$ cat src/rtl/instr_encoder_if.sv
`default_nettype none
// ============================================================================
//  Module      : instr_encoder_if
//  Description : Symbolic-instruction handshake and instruction-memory write
//                bus for the program-load encoder.
//  Revision    : 1.0 - initial release
// ============================================================================
interface instr_encoder_if #(
    parameter int ADDR_W = 10
) ();
    logic              in_valid;
    logic              in_ready;
    logic [4:0]        in_mnem;
    logic [3:0]        in_rd;
    logic [3:0]        in_rs1;
    logic [3:0]        in_rs2;
    logic [15:0]       in_imm;
    logic              in_last;
    logic              mem_ready;
    logic              imem_we;
    logic [ADDR_W-1:0] imem_addr;
    logic [31:0]       imem_wdata;

    // Producer and instruction-memory side
    modport master (
        output in_valid, in_mnem, in_rd, in_rs1, in_rs2, in_imm, in_last, mem_ready,
        input  in_ready, imem_we, imem_addr, imem_wdata
    );

    // Encoder side
    modport slave (
        input  in_valid, in_mnem, in_rd, in_rs1, in_rs2, in_imm, in_last, mem_ready,
        output in_ready, imem_we, imem_addr, imem_wdata
    );
endinterface
`default_nettype wire

$ cat src/rtl/instr_encoder.sv
`default_nettype none
// ============================================================================
//  Module      : instr_encoder
//  Description : Encodes symbolic instructions into 32-bit instruction words,
//                buffers them in a FWFT FIFO and writes them to consecutive
//                instruction-memory addresses starting at BASE_ADDR.
//  Revision    : 1.0 - initial release
// ============================================================================
module instr_encoder #(
    parameter int ADDR_W     = 10,
    parameter int BASE_ADDR  = 0,
    parameter int FIFO_DEPTH = 4
) (
    input  wire logic        clk,
    input  wire logic        rst,
    instr_encoder_if.slave   bus,
    output logic             done,
    output logic             err_illegal,
    output logic             busy
);

    localparam int PTR_W = $clog2(FIFO_DEPTH);
    localparam int CNT_W = PTR_W + 1;

    // Encoding shapes: which fields of the word carry operands
    localparam logic [1:0] K_R  = 2'd0;
    localparam logic [1:0] K_I  = 2'd1;
    localparam logic [1:0] K_J  = 2'd2;
    localparam logic [1:0] K_JR = 2'd3;

    typedef enum logic [1:0] {
        ST_IDLE = 2'd0,
        ST_LOAD = 2'd1,
        ST_DONE = 2'd2
    } state_t;

    state_t            state_q, state_d;
    logic [32:0]       fifo_q [FIFO_DEPTH];   // {last tag, encoded word}
    logic [PTR_W-1:0]  wptr_q, rptr_q;
    logic [CNT_W-1:0]  count_q, count_d;
    logic [ADDR_W-1:0] addr_q;
    logic              pend_q;
    logic              err_q;

    logic [4:0]        w_op;
    logic [2:0]        w_fn;
    logic [1:0]        w_kind;
    logic              w_legal;
    logic [31:0]       w_word;
    logic              w_accept;
    logic              w_push;
    logic              w_write;
    logic              w_empty;
    logic [32:0]       w_head;

    assign w_empty  = (count_q == '0);
    assign w_head   = fifo_q[rptr_q];
    assign w_accept = bus.in_valid && bus.in_ready;
    assign w_push   = w_accept && w_legal;
    // Writes pause for the single DONE cycle so the address counter can rewind
    assign w_write  = !w_empty && bus.mem_ready && (state_q != ST_DONE);

    assign bus.in_ready   = (state_q != ST_DONE) && (count_q < CNT_W'(FIFO_DEPTH));
    assign bus.imem_we    = w_write;
    assign bus.imem_addr  = addr_q;
    assign bus.imem_wdata = w_write ? w_head[31:0] : 32'd0;

    assign done        = (state_q == ST_DONE);
    assign busy        = (state_q == ST_LOAD) || (state_q == ST_DONE);
    assign err_illegal = err_q;

    // Mnemonic lookup: opcode, func and operand shape
    always_comb begin
        w_op    = 5'b00000;
        w_fn    = 3'b000;
        w_kind  = K_R;
        w_legal = 1'b1;
        case (bus.in_mnem)
            5'd0, 5'd1, 5'd2,
            5'd3, 5'd4, 5'd5: begin w_op = 5'b00000; w_fn = bus.in_mnem[2:0]; w_kind = K_R; end
            5'd6:  begin w_op = 5'b01000; w_kind = K_I;  end
            5'd7:  begin w_op = 5'b01001; w_kind = K_I;  end
            5'd8:  begin w_op = 5'b00010; w_kind = K_I;  end
            5'd9:  begin w_op = 5'b00011; w_kind = K_I;  end
            5'd10: begin w_op = 5'b00100; w_kind = K_I;  end
            5'd11: begin w_op = 5'b00101; w_kind = K_I;  end
            5'd12: begin w_op = 5'b10000; w_kind = K_J;  end
            5'd13: begin w_op = 5'b00110; w_kind = K_JR; end
            5'd14: begin w_op = 5'b10001; w_kind = K_J;  end
            5'd15: begin w_op = 5'b01010; w_kind = K_I;  end
            5'd16: begin w_op = 5'b01011; w_kind = K_I;  end
            5'd17: begin w_op = 5'b11000; w_fn = 3'b001; w_kind = K_R; end
            5'd18: begin w_op = 5'b11000; w_fn = 3'b010; w_kind = K_R; end
            5'd19: begin w_op = 5'b11000; w_fn = 3'b101; w_kind = K_R; end
            5'd20: begin w_op = 5'b11110; w_kind = K_R;  end
            5'd21: begin w_op = 5'b11011; w_kind = K_I;  end
            5'd22: begin w_op = 5'b11101; w_kind = K_I;  end
            default: w_legal = 1'b0;
        endcase
    end

    // Word assembly from the selected shape; unused fields stay zero
    always_comb begin
        w_word = 32'd0;
        case (w_kind)
            K_R:     w_word = {w_op, w_fn, bus.in_rd, bus.in_rs1, bus.in_rs2, 12'd0};
            K_I:     w_word = {w_op, w_fn, bus.in_rd, bus.in_rs1, bus.in_imm};
            K_J:     w_word = {w_op, w_fn, 8'd0, bus.in_imm};
            default: w_word = {w_op, w_fn, 4'd0, bus.in_rs1, 16'd0};
        endcase
    end

    // FIFO storage needs no reset; validity is tracked by count
    always_ff @(posedge clk) begin
        if (w_push) begin
            fifo_q[wptr_q] <= {bus.in_last, w_word};
        end
    end

    // Occupancy follows push/pop; simultaneous push and pop cancel out
    always_comb begin
        count_d = count_q;
        case ({w_push, w_write})
            2'b10:   count_d = count_q + CNT_W'(1);
            2'b01:   count_d = count_q - CNT_W'(1);
            default: count_d = count_q;
        endcase
    end

    // Pointers, address counter, pending-last and error pulse
    always_ff @(posedge clk or posedge rst) begin
        if (rst) begin
            wptr_q  <= '0;
            rptr_q  <= '0;
            count_q <= '0;
            addr_q  <= ADDR_W'(BASE_ADDR);
            pend_q  <= 1'b0;
            err_q   <= 1'b0;
        end else begin
            count_q <= count_d;
            err_q   <= w_accept && !w_legal;
            if (w_push) begin
                wptr_q <= wptr_q + PTR_W'(1);
            end
            if (w_write) begin
                rptr_q <= rptr_q + PTR_W'(1);
            end
            if (state_q == ST_DONE) begin
                addr_q <= ADDR_W'(BASE_ADDR);
                pend_q <= 1'b0;
            end else begin
                if (w_write) begin
                    addr_q <= addr_q + ADDR_W'(1);
                end
                if (w_accept && !w_legal && bus.in_last) begin
                    pend_q <= 1'b1;
                end
            end
        end
    end

    // Program state register
    always_ff @(posedge clk or posedge rst) begin
        if (rst) begin
            state_q <= ST_IDLE;
        end else begin
            state_q <= state_d;
        end
    end

    // Program sequencing: finish on a written last tag or a drained pending-last
    always_comb begin
        state_d = state_q;
        case (state_q)
            ST_IDLE: begin
                if (w_write && w_head[32]) begin
                    state_d = ST_DONE;
                end else if (w_accept) begin
                    state_d = ST_LOAD;
                end
            end
            ST_LOAD: begin
                if ((w_write && w_head[32]) || (pend_q && w_empty)) begin
                    state_d = ST_DONE;
                end
            end
            ST_DONE: state_d = ST_IDLE;
            default: state_d = ST_IDLE;
        endcase
    end

endmodule
`default_nettype wire

$ cat src/flat_wrapper.sv
// flat-port wrapper written by rule: the top's interface ports become plain ports
module instr_encoder_flat 
#(
    parameter int ADDR_W     = 10,
    parameter int BASE_ADDR  = 0,
    parameter int FIFO_DEPTH = 4
)
  (clk, rst, done, err_illegal, busy, bus_in_valid, bus_in_mnem, bus_in_rd, bus_in_rs1, bus_in_rs2, bus_in_imm, bus_in_last, bus_mem_ready, bus_in_ready, bus_imem_we, bus_imem_addr, bus_imem_wdata);
  instr_encoder_if #(.ADDR_W(ADDR_W)) bus_i ();
  input  wire logic clk;
  input  wire logic rst;
  output logic done;
  output logic err_illegal;
  output logic busy;
  input wire logic [$bits(bus_i.in_valid)-1:0] bus_in_valid;
  input wire logic [$bits(bus_i.in_mnem)-1:0] bus_in_mnem;
  input wire logic [$bits(bus_i.in_rd)-1:0] bus_in_rd;
  input wire logic [$bits(bus_i.in_rs1)-1:0] bus_in_rs1;
  input wire logic [$bits(bus_i.in_rs2)-1:0] bus_in_rs2;
  input wire logic [$bits(bus_i.in_imm)-1:0] bus_in_imm;
  input wire logic [$bits(bus_i.in_last)-1:0] bus_in_last;
  input wire logic [$bits(bus_i.mem_ready)-1:0] bus_mem_ready;
  output wire logic [$bits(bus_i.in_ready)-1:0] bus_in_ready;
  output wire logic [$bits(bus_i.imem_we)-1:0] bus_imem_we;
  output wire logic [$bits(bus_i.imem_addr)-1:0] bus_imem_addr;
  output wire logic [$bits(bus_i.imem_wdata)-1:0] bus_imem_wdata;
  assign bus_i.in_valid = bus_in_valid;
  assign bus_i.in_mnem = bus_in_mnem;
  assign bus_i.in_rd = bus_in_rd;
  assign bus_i.in_rs1 = bus_in_rs1;
  assign bus_i.in_rs2 = bus_in_rs2;
  assign bus_i.in_imm = bus_in_imm;
  assign bus_i.in_last = bus_in_last;
  assign bus_i.mem_ready = bus_mem_ready;
  assign bus_in_ready = bus_i.in_ready;
  assign bus_imem_we = bus_i.imem_we;
  assign bus_imem_addr = bus_i.imem_addr;
  assign bus_imem_wdata = bus_i.imem_wdata;
  instr_encoder #(.ADDR_W(ADDR_W), .BASE_ADDR(BASE_ADDR), .FIFO_DEPTH(FIFO_DEPTH)) u_core (.clk(clk), .rst(rst), .bus(bus_i), .done(done), .err_illegal(err_illegal), .busy(busy));
endmodule
$ cat config.mk
export PLATFORM = sky130hd
export DESIGN_NAME = instr_encoder_flat
export DESIGN_NICKNAME = d
export VERILOG_FILES = /design/src/rtl/instr_encoder_if.sv /design/src/rtl/instr_encoder.sv /design/src/flat_wrapper.sv
export SDC_FILE = /design/constraint.sdc
export NUM_CORES = 1
export LEC_CHECK = 0
export CAP_MARGIN = 40
export CELL_PAD_IN_SITES_DETAIL_PLACEMENT = 1
export CELL_PAD_IN_SITES_GLOBAL_PLACEMENT = 1
export CORE_MARGIN = 5
export CORE_UTILIZATION = 34
export DETAILED_ROUTE_END_ITERATION = 8
export GPL_ROUTABILITY_DRIVEN = 0
export PLACE_DENSITY_LB_ADDON = 0.1
export SYNTH_ARGS = -nofsm -noshare
export SYNTH_HDL_FRONTEND = slang
export SYNTH_SLANG_ARGS = --single-unit
$ cat constraint.sdc
create_clock -name clk -period 3.7 [get_ports clk]
set_input_delay 0.555 -clock clk [delete_from_list [all_inputs] [get_ports clk]]
set_output_delay 0.555 -clock clk [all_outputs]
set_load 0.03 [all_outputs]
== Word level (Yosys, flattened, before mapping) ==
Memory sizes are Yosys's and may differ from the RTL's.
Index checks and enable logic that the tools add are counted.
Storage, ports and cells
  register bits: 21
  memory bits (writable): 132
  input port bits: 38
  word-level logic and storage cells: 88
  memories: 1
Memory list
  u_core.fifo_q: words 4, bits a word 33, read ports 1, clocked after Yosys merged registers in 0, write ports 1, RTL line instr_encoder.sv:38  | logic [32:0] fifo_q [FIFO_DEPTH];
Operators by class
  add/sub/neg operators: 5
  $lt $le $gt $ge: 1
  equality and inequality tests: 31
  multiplexer cells: 17
  reductions and logical operators: 26
Operator list (number)
  $pmux W5 S15: 1
  $pmux W24 S3: 1
  $eq A5 B4 Y1 const B: 8
  $eq A5 B5 Y1 const B: 7
  $mux W32: 1
  $reduce_or A23 Y1: 1
  $eq A5 B3 Y1 const B: 4
  $mux W10: 2
  $pmux W3 S4: 1
  $add A10 B1 Y10 const B: 1
  $eq A5 B2 Y1 const B: 2
  $reduce_or A10 Y1: 1
  $logic_and A1 B1 Y1: 9
  $eq A2 B1 Y1 const B: 3
  $eq A2 B2 Y1 const B: 3
  $mux W2: 3
  $pmux W2 S3: 1
  $pmux W3 S2: 1
  $reduce_bool A2 Y1: 3
  $reduce_or A6 Y1: 1
  $eq A5 B1 Y1 const B: 1
  $logic_not A5 Y1: 1
  $mux W1: 5
  $add A2 B1 Y2 const B: 2
  other kinds (13): 17

== Longest topological paths before layout ==
  depth after elaboration: 8
  mapped depth: 12
  depth with buffers taken out: 12

== Least setup slack after synthesis ==
OpenSTA, ideal clock, no wires.
  path type: register to register
  start point: register u_core.state_q[0]
  end point: memory u_core.fifo_q[0][0], enable pin
  setup time: 0.393 ns
  arrival: 2.615 ns
  data required time: 3.307 ns
  path slack: 0.692 ns
  cell stages (with the launch flop): 7
  buffers on the path: 0
  clock period less this slack: 3.008 ns
  cells stage by stage: dfrtp_1 inv_1 ha_1 nor2_1 nand2_1 nor2_1 and2_1
Between the ends
  word-level cells in the longest chain between the ends: 6
RTL lines
  from (decl): RTL line instr_encoder.sv:37  | state_t state_q, state_d;
  from (signal assigned): RTL line instr_encoder.sv:167  | state_q <= state_d;
  $ne A2 B2 Y1: RTL line instr_encoder.sv:63  | assign bus.in_ready = (state_q != ST_DONE) && (count_q < CNT_W'(FIFO_DEPTH));
  $logic_and A1 B1 Y1: RTL line instr_encoder.sv:63
  named net bus_in_ready: RTL line flat_wrapper.sv:23  | output wire logic [$bits(bus_i.in_ready)-1:0] bus_in_ready;
  $logic_and A1 B1 Y1: RTL line instr_encoder.sv:58  | assign w_accept = bus.in_valid && bus.in_ready;
  $logic_and A1 B1 Y1: RTL line instr_encoder.sv:59  | assign w_push = w_accept && w_legal;
  $mux W1: RTL line instr_encoder.sv:115  | if (w_push) begin
  $mux W1 (not written as such): RTL line instr_encoder.sv:116  | fifo_q[wptr_q] <= {bus.in_last, w_word};
  to (decl): RTL line instr_encoder.sv:38
The timed path passes the listed nets, and every way through them passes these cells.

== Worst setup path in the final report ==
  start point: register u_core.state_q[0]
  end point: output port bus_imem_wdata[30]
Between the ends
  word-level cells in the longest chain between the ends: 3
RTL lines
  $ne A2 B2 Y1: RTL line instr_encoder.sv:61  | assign w_write = !w_empty && bus.mem_ready && (state_q != ST_DONE);
  $logic_and A1 B1 Y1: RTL line instr_encoder.sv:61
  $mux W32: RTL line instr_encoder.sv:66  | assign bus.imem_wdata = w_write ? w_head[31:0] : 32'd0;
  to (decl): RTL line flat_wrapper.sv:26  | output wire logic [$bits(bus_i.imem_wdata)-1:0] bus_imem_wdata;
Every way passes these cells.

==> PnR_summary.wiki <==
{| class="wikitable"
! Metric !! Value
|-
| Final HPWL DP || 9630 µm
|-
| Avg Cell Area, Syn || 16.5 µm²
|-
| Overflow left after global routing || 0
|-
| Sinks on Clock Net || 153
|-
| Number of standard-cell rows in the floorplan || 51
|-
| Commonest non-fill, non-tap cell in the layout || sky130_fd_sc_hd__edfxtp_1
|-
| Worst setup path startpoint || u_core.state_q[0]$_DFFE_PP0P_
|-
| Height of the die || 149 µm
|-
| Max Fanout on Critical Path || 36
|-
| Antenna-violating nets left || 0
|-
| Pin count of the biggest net entering global routing || 37
|-
| Number of nets in the layout || 551
|-
| Wirelength per Cell || 18.5 µm
|-
| Worst r2r src || u_core.state_q[0]$_DFFE_PP0P_
|-
| TritonCTS clock tree || built
|-
| Post-layout instance count excluding filler cells || 781
|-
| Buffers inserted during post-CTS setup optimization || 0
|-
| Number of antenna cells inserted || 0
|-
| RSZ-0062 raised after global routing || no
|-
| Clock latency on the worst-skew pair || 0.42 ns
|-
| Number of search-and-repair iterations in the first detailed-routing pass || 4
|-
| Measured slew at the worst slew-check pin || 0.688 ns
|-
| Type of the most critical hold path || input port to asynchronous set/reset pin
|-
| Die Area || 0.0223 mm²
|-
| Final cell utilization of the core || 0.443
|-
| Commonest cells after routing, fill and taps aside || sky130_fd_sc_hd__edfxtp_1, sky130_fd_sc_hd__clkdlybuf4s50_1, sky130_fd_sc_hd__and2_1
|-
| Port Buffers || 84
|-
| Routed wire length || 14,500 µm
|-
| Tcrit/Tclk final || 0.862
|-
| Gates resized, CTS repair || 0
|-
| Antenna violations before repair || 0
|-
| Cell with the biggest individual delay on the critical path || sky130_fd_sc_hd__clkdlybuf4s50_1
|-
| First-pass GRT wire length || 23,100 µm
|-
| Fmax || 0.313 GHz
|-
| Max Root-Sink Buffers || 2
|-
| DR vias || 3,710
|-
| Number of filler cells placed in the layout || 1,899
|-
| Async S/R FF share, synth || 0.137
|-
| Required time at the endpoint of the critical path || 3.14 ns
|-
| Total power divided by cell area || 716 mW/mm²
|-
| Count of endpoints failing hold in the final timing report || 0
|-
| Count of flip-flops with a built-in enable after synthesis || 132
|-
| Cell count after placement || 749
|-
| Type of destination of the critical path || output port
|-
| Netlist area before placement || 0.00660 mm²
|-
| Vias per Instance || 4.75
|-
| Die span in x || 149 µm
|-
| Synth warnings || 0
|-
| Worst supply voltage drop on vdd || 0.000386 V
|-
| Root buffer cell || sky130_fd_sc_hd__clkbuf_16
|-
| Share of post-route cells with drive strength above 1 || 0.184
|-
| Effective utilization at floorplan || 0.342
|-
| Count of pins over their slew limit || 0
|-
| DR iter-0 viols || 191
|-
| Type of the worst setup path || register to output port
|-
| Count of maximum capacitance violations || 0
|-
| Max incr delay on CP || 0.68 ns
|-
| Distinct cell type count of the synthesized netlist || 48
|-
| Number of buffer and inverter stages on the critical path || 3
|-
| Net count after synthesis || 448
|-
| Count of mapped cells out of synthesis || 400
|-
| Sequential-to-total area share from yosys stat || 0.680
|-
| Hold-fix buffers, CTS || 0
|-
| Leak || 2.96 nW
|-
| Run status || complete, no violations
|-
| I/O pin cnt || 85
|-
| CP delay by family, top || buffers and inverters
|-
| Crit path cell chain || inv_1, ha_1, nor2_2, buf_12, and2_1, clkdlybuf4s50_1
|-
| Worst slew margin relative to its limit || 0.542
|-
| Vias in the first global route || 4,110
|-
| GRT Total Usage || 0.137
|-
| Drc violations || 0
|-
| Count of endpoints failing setup in the final report || 0
|-
| Clock period minus final worst setup slack || 3.19 ns
|-
| Core Box Area || 0.0193 mm²
|-
| TritonCTS Buffers || 17
|-
| Number of register bits inferred by synthesis || 153
|-
| Kind of start point of the critical path || register
|-
| Primary FF master, synth || sky130_fd_sc_hd__edfxtp_1
|-
| Setup Skew || 0.0133 ns
|-
| Growth of design area from synthesis to finish || 29.3%
|-
| Total negative slack || 0 ns
|-
| Clock slew seen by the registers of the worst setup and hold paths || 0.06 ns
|-
| Clock H-tree levels || 4
|-
| CP arrival || 2.64 ns
|}
## where the power goes
part / internal [mW] / leakage [nW] / switching, mW
Sequential: 2.10 / 1.48 / 0.175
Clock: 1.20 / 0.313 / 0.671
Combinational: 0.941 / 1.17 / 1.02
Total: 4.24 / 2.96 / 1.87
## path summary, 6_finish.rpt
path | endpoint | slack, ns | cells past startpoint
max | bus_imem_wdata[30] | 0.51 | 6
max in group asynchronous | u_core.rptr_q[0]$_DFFE_PP0P_ | 2.87 | 3
min reg2reg | u_core.pend_q$_DFFE_PP0P_ | 0.52 | 2
min | u_core.state_q[0]$_DFFE_PP0P_ | 0.40 | 2
max reg2reg | u_core.count_q[2]$_DFFE_PP0P_ | 0.94 | 12
min in group clk | u_core.pend_q$_DFFE_PP0P_ | 0.52 | 2
## registers in the layout, summed over array words and instances, names as in the netlist
register and count:
u_core.rptr_q 2, u_core.pend_q 1, u_core.bus.imem_addr 10, u_core.wptr_q 2
u_core.state_q 2, u_core.fifo_q 132, u_core.err_illegal 1, u_core.count_q 3
## cell families after synthesis
| logic type | count (synthesis) | synth area share |
|---|---|---|
| AOI/OAI and AO/OA | 34 | 0.0381 |
| buffers and inverters | 32 | 0.0207 |
| adders and majority gates | 10 | 0.0201 |
| xor gates and xnor gates | 13 | 0.0173 |
| muxes | 39 | 0.122 |
| DFF | 153 | 0.680 |
| and+or+nand+nor | 119 | 0.101 |
## per-layer routing
layer | track usage | share of wire | vias to the layer above
met5 | 0 | 0 | -
met4 | 0.0439 | 0.0089 | 0
met3 | 0.0362 | 0.041 | 8
met2 | 0.227 | 0.51 | 65
met1 | 0.178 | 0.44 | 1910
li1 | - | - | 1727
## synthesized netlist by cell type, drive strengths merged, types with 5 or more instances
master  count  share of area
o21ai       5         0.0038
nor2b       7         0.0066
clkbuf     13         0.0074
dfrtp      21          0.080
nor2       19          0.011
nand2      11         0.0063
and2       52          0.049
a21oi       8         0.0061
ha          9          0.017
and3        5         0.0047
nor3        5         0.0038
mux4       33           0.11
xnor2       9          0.012
buf         6         0.0059
edfxtp    132           0.60
inv        13         0.0074
## per-stage QoR
step                instance area (µm²)  total power [mW]  setup slack, ns  hold slack, ns
finish                             8530              6.11            0.509           0.405
global route                       8530              6.44            0.352           0.429
global placement                   7850              4.30            0.731           0.485
floorplan                          6600              3.56            0.692           0.462
detailed placement                 7890              4.33            0.702           0.519
CTS                                8530              6.23            0.419           0.391
## layout make-up
type	instances	area [µm²]	share of cell area
clock buffer	17	425	0.0499
timing repair buffer	103	1030	0.121
tap	265	332	0.0389
sequential	153	4490	0.526
multi-input combinational	215	1980	0.232
inverter	13	48.8	0.00572
clock inverter	15	220	0.0258
(Power assumes the default switching activity.)
